[src/rtl/traffic_pkg.sv]
// Shared definitions for the traffic conflict monitor: phase codes, fault causes,
// monitor FSM states and the lamp image of a phase code.
package traffic_pkg;

  localparam logic [1:0] PH_RED     = 2'b00;
  localparam logic [1:0] PH_GREEN   = 2'b01;
  localparam logic [1:0] PH_YELLOW  = 2'b10;
  localparam logic [1:0] PH_ILLEGAL = 2'b11;

  localparam logic [2:0] FC_NONE         = 3'd0;
  localparam logic [2:0] FC_CONFLICT     = 3'd1;
  localparam logic [2:0] FC_ILLEGAL      = 3'd2;
  localparam logic [2:0] FC_SEQUENCE     = 3'd3;
  localparam logic [2:0] FC_SHORT_GREEN  = 3'd4;
  localparam logic [2:0] FC_SHORT_YELLOW = 3'd5;
  localparam logic [2:0] FC_SHORT_CLEAR  = 3'd6;
  localparam logic [2:0] FC_LAMP         = 3'd7;

  typedef enum logic {
    ST_MONITOR = 1'b0,
    ST_FAULT   = 1'b1
  } mon_state_e;

  // Lamp triple is packed {red, green, yellow}; an illegal code lights nothing.
  function automatic logic [2:0] lamp_image(input logic [1:0] code);
    logic [2:0] img;
    img = 3'b000;
    case (code)
      PH_RED:    img = 3'b100;
      PH_GREEN:  img = 3'b010;
      PH_YELLOW: img = 3'b001;
      default:   img = 3'b000;
    endcase
    return img;
  endfunction

endpackage

[src/rtl/traffic_phase_checker.sv]
// Per-direction phase tracker: previous code, dwell counter and lamp-mismatch run length,
// producing the direction-local violation flags for the monitor.
module traffic_phase_checker
  import traffic_pkg::*;
#(
  parameter int MIN_GREEN_CYC  = 8,
  parameter int MIN_YELLOW_CYC = 3,
  parameter int LAMP_TOL_CYC   = 2,
  parameter int CNT_W          = 8
) (
  input  logic             clk,
  input  logic             reset,
  input  logic             resync,
  input  logic [1:0]       code,
  input  logic [2:0]       lamp,
  output logic             is_red,
  output logic [CNT_W-1:0] red_dwell,
  output logic             go_green,
  output logic             illegal,
  output logic             seq_err,
  output logic             short_green,
  output logic             short_yellow,
  output logic             lamp_err
);

  localparam logic [CNT_W-1:0] CNT_MAX  = '1;
  localparam logic [CNT_W-1:0] MIN_G    = CNT_W'(MIN_GREEN_CYC);
  localparam logic [CNT_W-1:0] MIN_Y    = CNT_W'(MIN_YELLOW_CYC);
  localparam logic [CNT_W-1:0] LAMP_TOL = CNT_W'(LAMP_TOL_CYC);

  logic [1:0]       prev_q;
  logic [CNT_W-1:0] dwell_q;
  logic [CNT_W-1:0] mm_q;
  logic             changed;
  logic             legal_step;
  logic             mismatch;

  always_comb begin
    changed      = (code != prev_q);
    legal_step   = (prev_q == PH_RED    && code == PH_GREEN)  ||
                   (prev_q == PH_GREEN  && code == PH_YELLOW) ||
                   (prev_q == PH_YELLOW && code == PH_RED);
    is_red       = (code == PH_RED);
    red_dwell    = (prev_q == PH_RED) ? dwell_q : '0;
    go_green     = (prev_q == PH_RED) && (code == PH_GREEN);
    illegal      = (code == PH_ILLEGAL);
    seq_err      = changed && !legal_step;
    short_green  = (prev_q == PH_GREEN)  && (code == PH_YELLOW) && (dwell_q < MIN_G);
    short_yellow = (prev_q == PH_YELLOW) && (code == PH_RED)    && (dwell_q < MIN_Y);
    // An illegal code has no lamp image; it is reported by the illegal check alone.
    mismatch     = !illegal && (lamp != lamp_image(code));
    lamp_err     = mismatch && (mm_q >= LAMP_TOL);
  end

  always_ff @(posedge clk or negedge reset) begin
    if (!reset) begin
      prev_q  <= PH_RED;
      dwell_q <= CNT_MAX;
      mm_q    <= '0;
    end else if (resync) begin
      prev_q  <= code;
      dwell_q <= CNT_MAX;
      mm_q    <= '0;
    end else begin
      prev_q <= code;
      if (changed) begin
        dwell_q <= CNT_W'(1);
      end else if (dwell_q != CNT_MAX) begin
        dwell_q <= dwell_q + CNT_W'(1);
      end
      if (!mismatch) begin
        mm_q <= '0;
      end else if (mm_q != CNT_MAX) begin
        mm_q <= mm_q + CNT_W'(1);
      end
    end
  end

endmodule

[src/rtl/traffic_conflict_monitor.sv]
// Safety monitor for the NS/EW signal interface: cross-direction checks, first-cause
// priority encoding, sticky FAULT state with flashing-red override request.
module traffic_conflict_monitor
  import traffic_pkg::*;
#(
  parameter int MIN_GREEN_CYC     = 8,
  parameter int MIN_YELLOW_CYC    = 3,
  parameter int MIN_RED_CLEAR_CYC = 2,
  parameter int LAMP_TOL_CYC      = 2,
  parameter int FLASH_HALF_CYC    = 4,
  parameter int CNT_W             = 8
) (
  input  logic       clk,
  input  logic       reset,
  input  logic [1:0] ns_code,
  input  logic [1:0] ew_code,
  input  logic       rns,
  input  logic       gns,
  input  logic       yns,
  input  logic       rew,
  input  logic       gew,
  input  logic       yew,
  input  logic       clear_fault,
  output logic       fault,
  output logic [2:0] fault_code,
  output logic       flash_en,
  output logic       flash_lamp,
  output mon_state_e state
);

  localparam logic [CNT_W-1:0] MIN_CLR    = CNT_W'(MIN_RED_CLEAR_CYC);
  localparam logic [CNT_W-1:0] FLASH_LAST = CNT_W'(FLASH_HALF_CYC - 1);

  logic             ns_is_red, ew_is_red, ns_go_green, ew_go_green;
  logic [CNT_W-1:0] ns_red_dwell, ew_red_dwell;
  logic             ns_illegal, ew_illegal, ns_seq, ew_seq;
  logic             ns_sg, ew_sg, ns_sy, ew_sy, ns_lamp, ew_lamp;
  logic             resync;

  traffic_phase_checker #(
    .MIN_GREEN_CYC(MIN_GREEN_CYC), .MIN_YELLOW_CYC(MIN_YELLOW_CYC),
    .LAMP_TOL_CYC(LAMP_TOL_CYC), .CNT_W(CNT_W)
  ) u_ns (
    .clk(clk), .reset(reset), .resync(resync), .code(ns_code), .lamp({rns, gns, yns}),
    .is_red(ns_is_red), .red_dwell(ns_red_dwell), .go_green(ns_go_green),
    .illegal(ns_illegal), .seq_err(ns_seq), .short_green(ns_sg),
    .short_yellow(ns_sy), .lamp_err(ns_lamp)
  );

  traffic_phase_checker #(
    .MIN_GREEN_CYC(MIN_GREEN_CYC), .MIN_YELLOW_CYC(MIN_YELLOW_CYC),
    .LAMP_TOL_CYC(LAMP_TOL_CYC), .CNT_W(CNT_W)
  ) u_ew (
    .clk(clk), .reset(reset), .resync(resync), .code(ew_code), .lamp({rew, gew, yew}),
    .is_red(ew_is_red), .red_dwell(ew_red_dwell), .go_green(ew_go_green),
    .illegal(ew_illegal), .seq_err(ew_seq), .short_green(ew_sg),
    .short_yellow(ew_sy), .lamp_err(ew_lamp)
  );

  logic       conflict, short_clear, clear_ok;
  logic [2:0] cause;

  always_comb begin
    conflict    = !ns_is_red && !ew_is_red;
    short_clear = (ns_go_green && (ew_red_dwell < MIN_CLR)) ||
                  (ew_go_green && (ns_red_dwell < MIN_CLR));
    clear_ok    = clear_fault && (ns_code == PH_RED) && (ew_code == PH_RED);
    cause = FC_NONE;
    if      (conflict)               cause = FC_CONFLICT;
    else if (ns_illegal || ew_illegal) cause = FC_ILLEGAL;
    else if (ns_seq || ew_seq)       cause = FC_SEQUENCE;
    else if (ns_sg || ew_sg)         cause = FC_SHORT_GREEN;
    else if (ns_sy || ew_sy)         cause = FC_SHORT_YELLOW;
    else if (short_clear)            cause = FC_SHORT_CLEAR;
    else if (ns_lamp || ew_lamp)     cause = FC_LAMP;
  end

  mon_state_e state_q, state_d;

  always_comb begin
    state_d = state_q;
    resync  = 1'b0;
    case (state_q)
      ST_MONITOR: if (cause != FC_NONE) state_d = ST_FAULT;
      ST_FAULT: begin
        if (clear_ok) begin
          state_d = ST_MONITOR;
          resync  = 1'b1;
        end
      end
      default: state_d = ST_MONITOR;
    endcase
  end

  logic [2:0]       fault_code_q;
  logic             flash_q;
  logic [CNT_W-1:0] flash_cnt_q;

  always_ff @(posedge clk or negedge reset) begin
    if (!reset) begin
      state_q      <= ST_MONITOR;
      fault_code_q <= FC_NONE;
      flash_q      <= 1'b0;
      flash_cnt_q  <= '0;
    end else begin
      state_q <= state_d;
      if (state_q == ST_MONITOR && state_d == ST_FAULT) begin
        fault_code_q <= cause;
        flash_q      <= 1'b1;
        flash_cnt_q  <= '0;
      end else if (state_q == ST_FAULT && state_d == ST_MONITOR) begin
        fault_code_q <= FC_NONE;
        flash_q      <= 1'b0;
        flash_cnt_q  <= '0;
      end else if (state_q == ST_FAULT) begin
        if (flash_cnt_q == FLASH_LAST) begin
          flash_q     <= ~flash_q;
          flash_cnt_q <= '0;
        end else begin
          flash_cnt_q <= flash_cnt_q + CNT_W'(1);
        end
      end
    end
  end

  assign fault      = (state_q == ST_FAULT);
  assign flash_en   = (state_q == ST_FAULT);
  assign fault_code = fault_code_q;
  assign flash_lamp = flash_q;
  assign state      = state_q;

endmodule

[config.mk]
export PLATFORM = sky130hd
export DESIGN_NAME = traffic_conflict_monitor
export DESIGN_NICKNAME = d
export VERILOG_FILES = /design/src/rtl/traffic_pkg.sv /design/src/rtl/traffic_phase_checker.sv /design/src/rtl/traffic_conflict_monitor.sv
export SDC_FILE = /design/constraint.sdc
export NUM_CORES = 1
export LEC_CHECK = 0
export ABC_AREA = 0
export CORE_ASPECT_RATIO = 1.1
export CORE_MARGIN = 5
export CORE_UTILIZATION = 30
export DETAILED_ROUTE_END_ITERATION = 8
export PLACE_DENSITY_LB_ADDON = 0.05
export SYNTH_ARGS = -nofsm -noshare
export SYNTH_HDL_FRONTEND = slang
export SYNTH_SLANG_ARGS = --single-unit
[constraint.sdc]
create_clock -name clk -period 3.1 [get_ports clk]
set_input_delay 0.775 -clock clk [delete_from_list [all_inputs] [get_ports clk]]
set_output_delay 0.775 -clock clk [all_outputs]
set_load 0.02 [all_outputs]
======== Word level (Yosys, flattened, before mapping) ========
Index checks and enable logic that the tools add are counted.
cells by class
  add/sub/neg operators ................... 5
  magnitude comparators ................... 8
  equal/unequal tests ..................... 21
  multiplexer cells ....................... 38
  bitwise operators ....................... 3
  reduce and logical (&&, ||, !) cells .... 50
operators with widths
  cell                   count
  $mux W8                18
  $add A8 B1 Y8 const B  5
  $lt A8 B2 Y1 const B   4
  $ne A8 B8 Y1 const B   4
  $mux W3                9
  $logic_and A1 B1 Y1    23
  $pmux W3 S3            2
  $ge A8 B2 Y1 const B   2
  $lt A8 B4 Y1 const B   2
  $reduce_bool A3 Y1     5
  $eq A2 B2 Y1 const B   6
  $logic_or A1 B1 Y1     10
  $eq A2 B1 Y1 const B   4
  $eq A8 B2 Y1 const B   1
  $logic_not A2 Y1       4
  $mux W1                8
  $logic_not A1 Y1       6
  $ne A3 B3 Y1           2
  $ne A3 B3 Y1 const B   2
  $ne A2 B2 Y1           2
  $not A1 Y1             3
  $pmux W1 S2            1
  $reduce_and A2 Y1      1
  $reduce_bool A2 Y1     1
word-level totals
  flip-flop bits (word level) ............. 49
  input port bits ......................... 13
  output and inout port bits .............. 7

======== Longest topological paths before layout ========
  depth in word-level cells ............... 20
  mapped depth ............................ 11
  depth with buffers taken out ............ 9

======== By module ========
From an unflattened synthesis, not the netlist that was laid out.
second synthesis, totals
  cell total of the unflattened synthesis .. 346
  area, all modules ....................... 3220.6 um^2
modules (own cells, without submodules)
  module                        times used  cells an instance  area each (um^2)  sequential area each (um^2)
  traffic_phase_checker (u_ew)  1           128                1199.9            460.4
  traffic_phase_checker (u_ns)  1           126                1187.4            460.4
  traffic_conflict_monitor      1           92                 833.3             325.3

======== Worst setup path before layout ========
OpenSTA, ideal clock, no wires.
  path kind ............................... input to register
  start ................................... in ew_code[1]
  end ..................................... reg flash_cnt_q[7]
  arrival time ............................ 2.725 ns
  path slack .............................. 0.254 ns
  stages on the path ...................... 8
  path buffers ............................ 3
  cells stage by stage .................... clkbuf_1 -> or4b_2 -> o311a_1 -> and3_1 -> buf_6 -> and4b_4 -> buf_6 -> a22o_1
between the ends
  longest elaborated chain between the ends .. 20
  elaborated cells between the ends (all ways) .. 46
  classes of those cells .................. eq/ne (5); mux (13); bitwise (1); reduce/logical (27)
ends and longest elaborated chain
  element                               RTL line                                                                     source
  start, declared                       traffic_conflict_monitor.sv:16                                               input logic [1:0] ew_code,
  $eq A2 B2 Y1 (tied with other cells)  traffic_pkg.sv:28, traffic_phase_checker.sv:41, traffic_phase_checker.sv:48
  $pmux W3 S3                           traffic_pkg.sv:28                                                            case (code)
  $ne A3 B3 Y1                          traffic_phase_checker.sv:51                                                  mismatch = !illegal && (lamp != lamp_image(code));
  $logic_and A1 B1 Y1                   traffic_phase_checker.sv:51
  $logic_and A1 B1 Y1                   traffic_phase_checker.sv:52                                                  lamp_err = mismatch && (mm_q >= LAMP_TOL);
  $logic_or A1 B1 Y1                    traffic_conflict_monitor.sv:75                                               else if (ns_lamp || ew_lamp) cause = FC_LAMP;
  $mux W3                               traffic_conflict_monitor.sv:75
  $mux W3                               traffic_conflict_monitor.sv:74                                               else if (short_clear) cause = FC_SHORT_CLEAR;
  [4 not listed]                        -
  $mux W3                               traffic_conflict_monitor.sv:69                                               if (conflict) cause = FC_CONFLICT;
  $reduce_bool A3 Y1                    traffic_conflict_monitor.sv:84                                               ST_MONITOR: if (cause != FC_NONE) state_d = ST_FAULT;
  $mux W1                               traffic_conflict_monitor.sv:84
  $pmux W1 S2 *                         traffic_conflict_monitor.sv:83                                               case (state_q)
  $not A1 Y1                            traffic_conflict_monitor.sv:111                                              end else if (state_q == ST_FAULT && state_d == ST_MONITOR) begin
  $logic_and A1 B1 Y1                   traffic_conflict_monitor.sv:111
  $mux W8                               traffic_conflict_monitor.sv:111
  $mux W8                               traffic_conflict_monitor.sv:107                                              if (state_q == ST_MONITOR && state_d == ST_FAULT) begin
  end signal, assigned                  traffic_conflict_monitor.sv:120                                              flash_cnt_q <= flash_cnt_q + CNT_W'(1);
  end, declared                         traffic_conflict_monitor.sv:97                                               logic [CNT_W-1:0] flash_cnt_q;
Mark *: on every way between the ends. The rest lies on a longest branch, timed or not.
A chain may end at the register's enable or synchronous reset.

======== Worst setup path in the final report ========
  start ................................... in ew_code[0]
  end ..................................... reg flash_cnt_q[4]
Same word-level chain as after synthesis.

==> impl_metrics.yaml <==
synth:
  seq_area_frac_synth_pct: 42.6
  synth_nets: 337
  mappedNetlistArea_mm2: 0.00292
  syn_avg_cell_area_um2: 9.22
  synthArstFlopShare_pct: 100
  synth_enable_flop_cells: 0
  synth_top_area_share_pct: 28.3
  synth_cells: 317
  synth_area_leader_cell: "dfrtp_1"
  synth_common_cells: "36 x nor2_1, 33 x dfrtp_1, 27 x nand3_1"
  yosysUniqueCellTypes: 58
  yosys_warnings: 0
  synth_flop_cell: "dfrtp_1"
  synth_seq_cells: 49
  yosysMostFrequentCell: "nor2_1"
  synth_area_leaders: "dfrtp_1 28%, dfstp_2 14%, nand3_1 4.6%"
clock_tree:
  cts_buffers: 5
  cts_tree: "built"
  ctsHoldBuffers: 0
  clk_latency_ns: 0.30
  cts_root_buffer: "clkbuf_8"
  clkSinkCount: 49
  clk_path_buf_depth: 2
  cts_resized: 0
  htreeDepth: 2
  post_cts_buffers: 0
  clkTransAtPathRegs_ns: 0.09
critical_path:
  start_kind: "primary input"
  required_ns: 3.28
  path_buf_inv: 1
  endpoint: "flash_cnt_q[4]"
  rr_worst_depth: 7
  r2r-end: "flash_cnt_q[4]"
  arrival_ns: 2.96
  max_stage_delay_ns: 0.64
  worstSetupStartpoint: "ew_code[0]"
  critPathTopFamily: "simple AND/OR/NAND/NOR gates"
  cp_slowest_cell: "or4b_2"
  path_cells: "clkdlybuf4s50_1, or4b_2, o311a_1, and3_1, and4b_4, o21ai_1, o31ai_1"
  timing.reg2reg.setup_slack_ns: 0.66
  cp.depth: 7
  timing.rr.start: "u_ns.dwell_q[5]"
  cp-end-kind: "register"
  crit_fanout: 9
  criticalPathCategory: "primary input to register"
sta:
  setup_ws_ns: 0.321
  tns_ns: 0
  slew_headroom_pct: 67.6
  fin_crit_sh_pct: 89.6
  finalClockSkew_ns: 0.00930
  fin_crit_ns: 2.78
  fmax_mhz: 360
  final_max_slew_viol_count: 0
  hold_viol_final: 0
  report.final.setup_viol: 0
  rsz0062_at_grt: "false"
  tightest_slew_ns: 0.482
power_and_ir_drop:
  ir_drop_mv: 0.215
  power_density_mw_per_mm2: 536
  power_mw: 1.85
  leakage_nw: 1.39
global_route:
  gr-usage-met2_pct: 20.9
  grt_max_degree: 25
  overflow: 0
  grt_pass1_vias: 2454
  track_usage_pct: 12.5
  antenna_found_initial: 0
  grt_use_met1_pct: 17.0
  grt_pass1_wl_um: 12300
  grt-busiest-layer: "met2"
  met3_usage_pct: 2.09
route:
  via_per_inst: 5.21
  antenna_left: 0
  via_count: 2431
  first_pass_iters: 4
  route.detailed.drc: 0
  post_drt_wl_per_cell_um: 14.8
  totalWireLength_um: 6910
  first_iter_violations: 94
final_layout:
  seq_area_mm2: 0.00125
  antenna_cells: 0
  drive_gt1_share_pct: 14.6
  nNetsFinal: 369
  area_growth_pct: 18.1
  multiInputGateArea_mm2: 0.00160
  fillCellCount: 996
placement:
  post-place-ws_ns: 0.00656
  gp_congestion: 0.775
  portBuffers: 19
  dp.final_hpwl_um: 5180
die:
  start_util_pct: 30.9
  std_cell_rows: 37
  coreArea_mm2: 0.00944
  die_w_um: 104
  die_y_um: 114
  die_area_mm2: 0.0118
  boundaryPins: 20
run:
  max_cap_violations: 0
hold_path:
  hp-class: "primary input to asynchronous set/reset pin"
run_status:
  status: "completed"
## state kept, by name, indices dropped and copies added, names as in the netlist
name / count
u_ew.mm_q: 8
u_ew.dwell_q: 8
u_ns.mm_q: 8
flash_lamp: 1
u_ns.prev_q: 2
u_ns.dwell_q: 8
u_ew.prev_q: 2
fault_code: 3
fault: 1
flash_cnt_q: 8
## kinds of logic after synthesis
kind of cell	synth area share, %
simple gates	28.3
compound gates	15.8
flops	42.6
xor+xnor	7.19
mux	0.385
fa+ha+maj	3.00
buf+inv	2.70
## placed cells by master, fill, tap and decap left out, drive strengths merged, types with 7 or more instances in the layout
| master | Yosys | layout |
|---|---|---|
| nor2 | 36 | 36 |
| dfrtp | 33 | 33 |
| nand3 | 27 | 27 |
| o21ai | 27 | 27 |
| nand2 | 23 | 23 |
| buf | 6 | 19 |
| clkdlybuf4s50 | 0 | 18 |
| dfstp | 16 | 16 |
| xnor2 | 13 | 13 |
| and3 | 12 | 12 |
| xor2 | 11 | 11 |
| a21oi | 9 | 9 |
| nor4 | 7 | 7 |
| ha | 7 | 7 |
| clkbuf | 6 | 7 |
## layout make-up
| cell class | instances | area share [%] |
|---|---|---|
| Multi-Input combinational cell | 253 | 46.3 |
| Timing Repair Buffer | 37 | 9.64 |
| Tap cell | 117 | 4.24 |
| Inverter | 3 | 0.326 |
| Clock inverter | 1 | 0.870 |
| Sequential cell | 49 | 36.1 |
| Clock buffer | 7 | 2.50 |
## per-layer routing
metal | part of all wire (%) | wire (um)
met1 | 48 | 3340
met2 | 48 | 3340
met3 | 2.2 | 153
met4 | 1.0 | 70
met5 | 0 | 0
## power by group
part	switching [mW]	internal (mW)	leakage (nW)
clock network	0.218	0.264	0.0585
registers	0.112	0.744	0.594
logic	0.262	0.251	0.739
total	0.592	1.26	1.39
## worst min-delay path by stage
stage / start / to / slack (ns)
2_1_floorplan: flash_cnt_q[0] / flash_cnt_q[0] / 0.47
3_3_place_gp: flash_cnt_q[1] / flash_cnt_q[1] / 0.49
3_5_place_dp: flash_cnt_q[0] / flash_cnt_q[0] / 0.49
4_1_cts: reset / u_ew.mm_q[4] / 0.23
5_1_grt: reset / u_ew.mm_q[4] / 0.23
6_report: reset / u_ew.mm_q[4] / 0.24
## through the flow
stage                     cells  hold WS, ns  utilization (%)  area [um^2]
after detailed placement    459        0.492             35.3         3330
after floorplan             317        0.469                -         2920
after global routing        467        0.226             36.5         3450
after CTS                   467        0.229             36.5         3450
after global placement      459        0.493             35.3         3330
final                       467        0.240             36.5         3450
(Power assumes the default switching activity.)
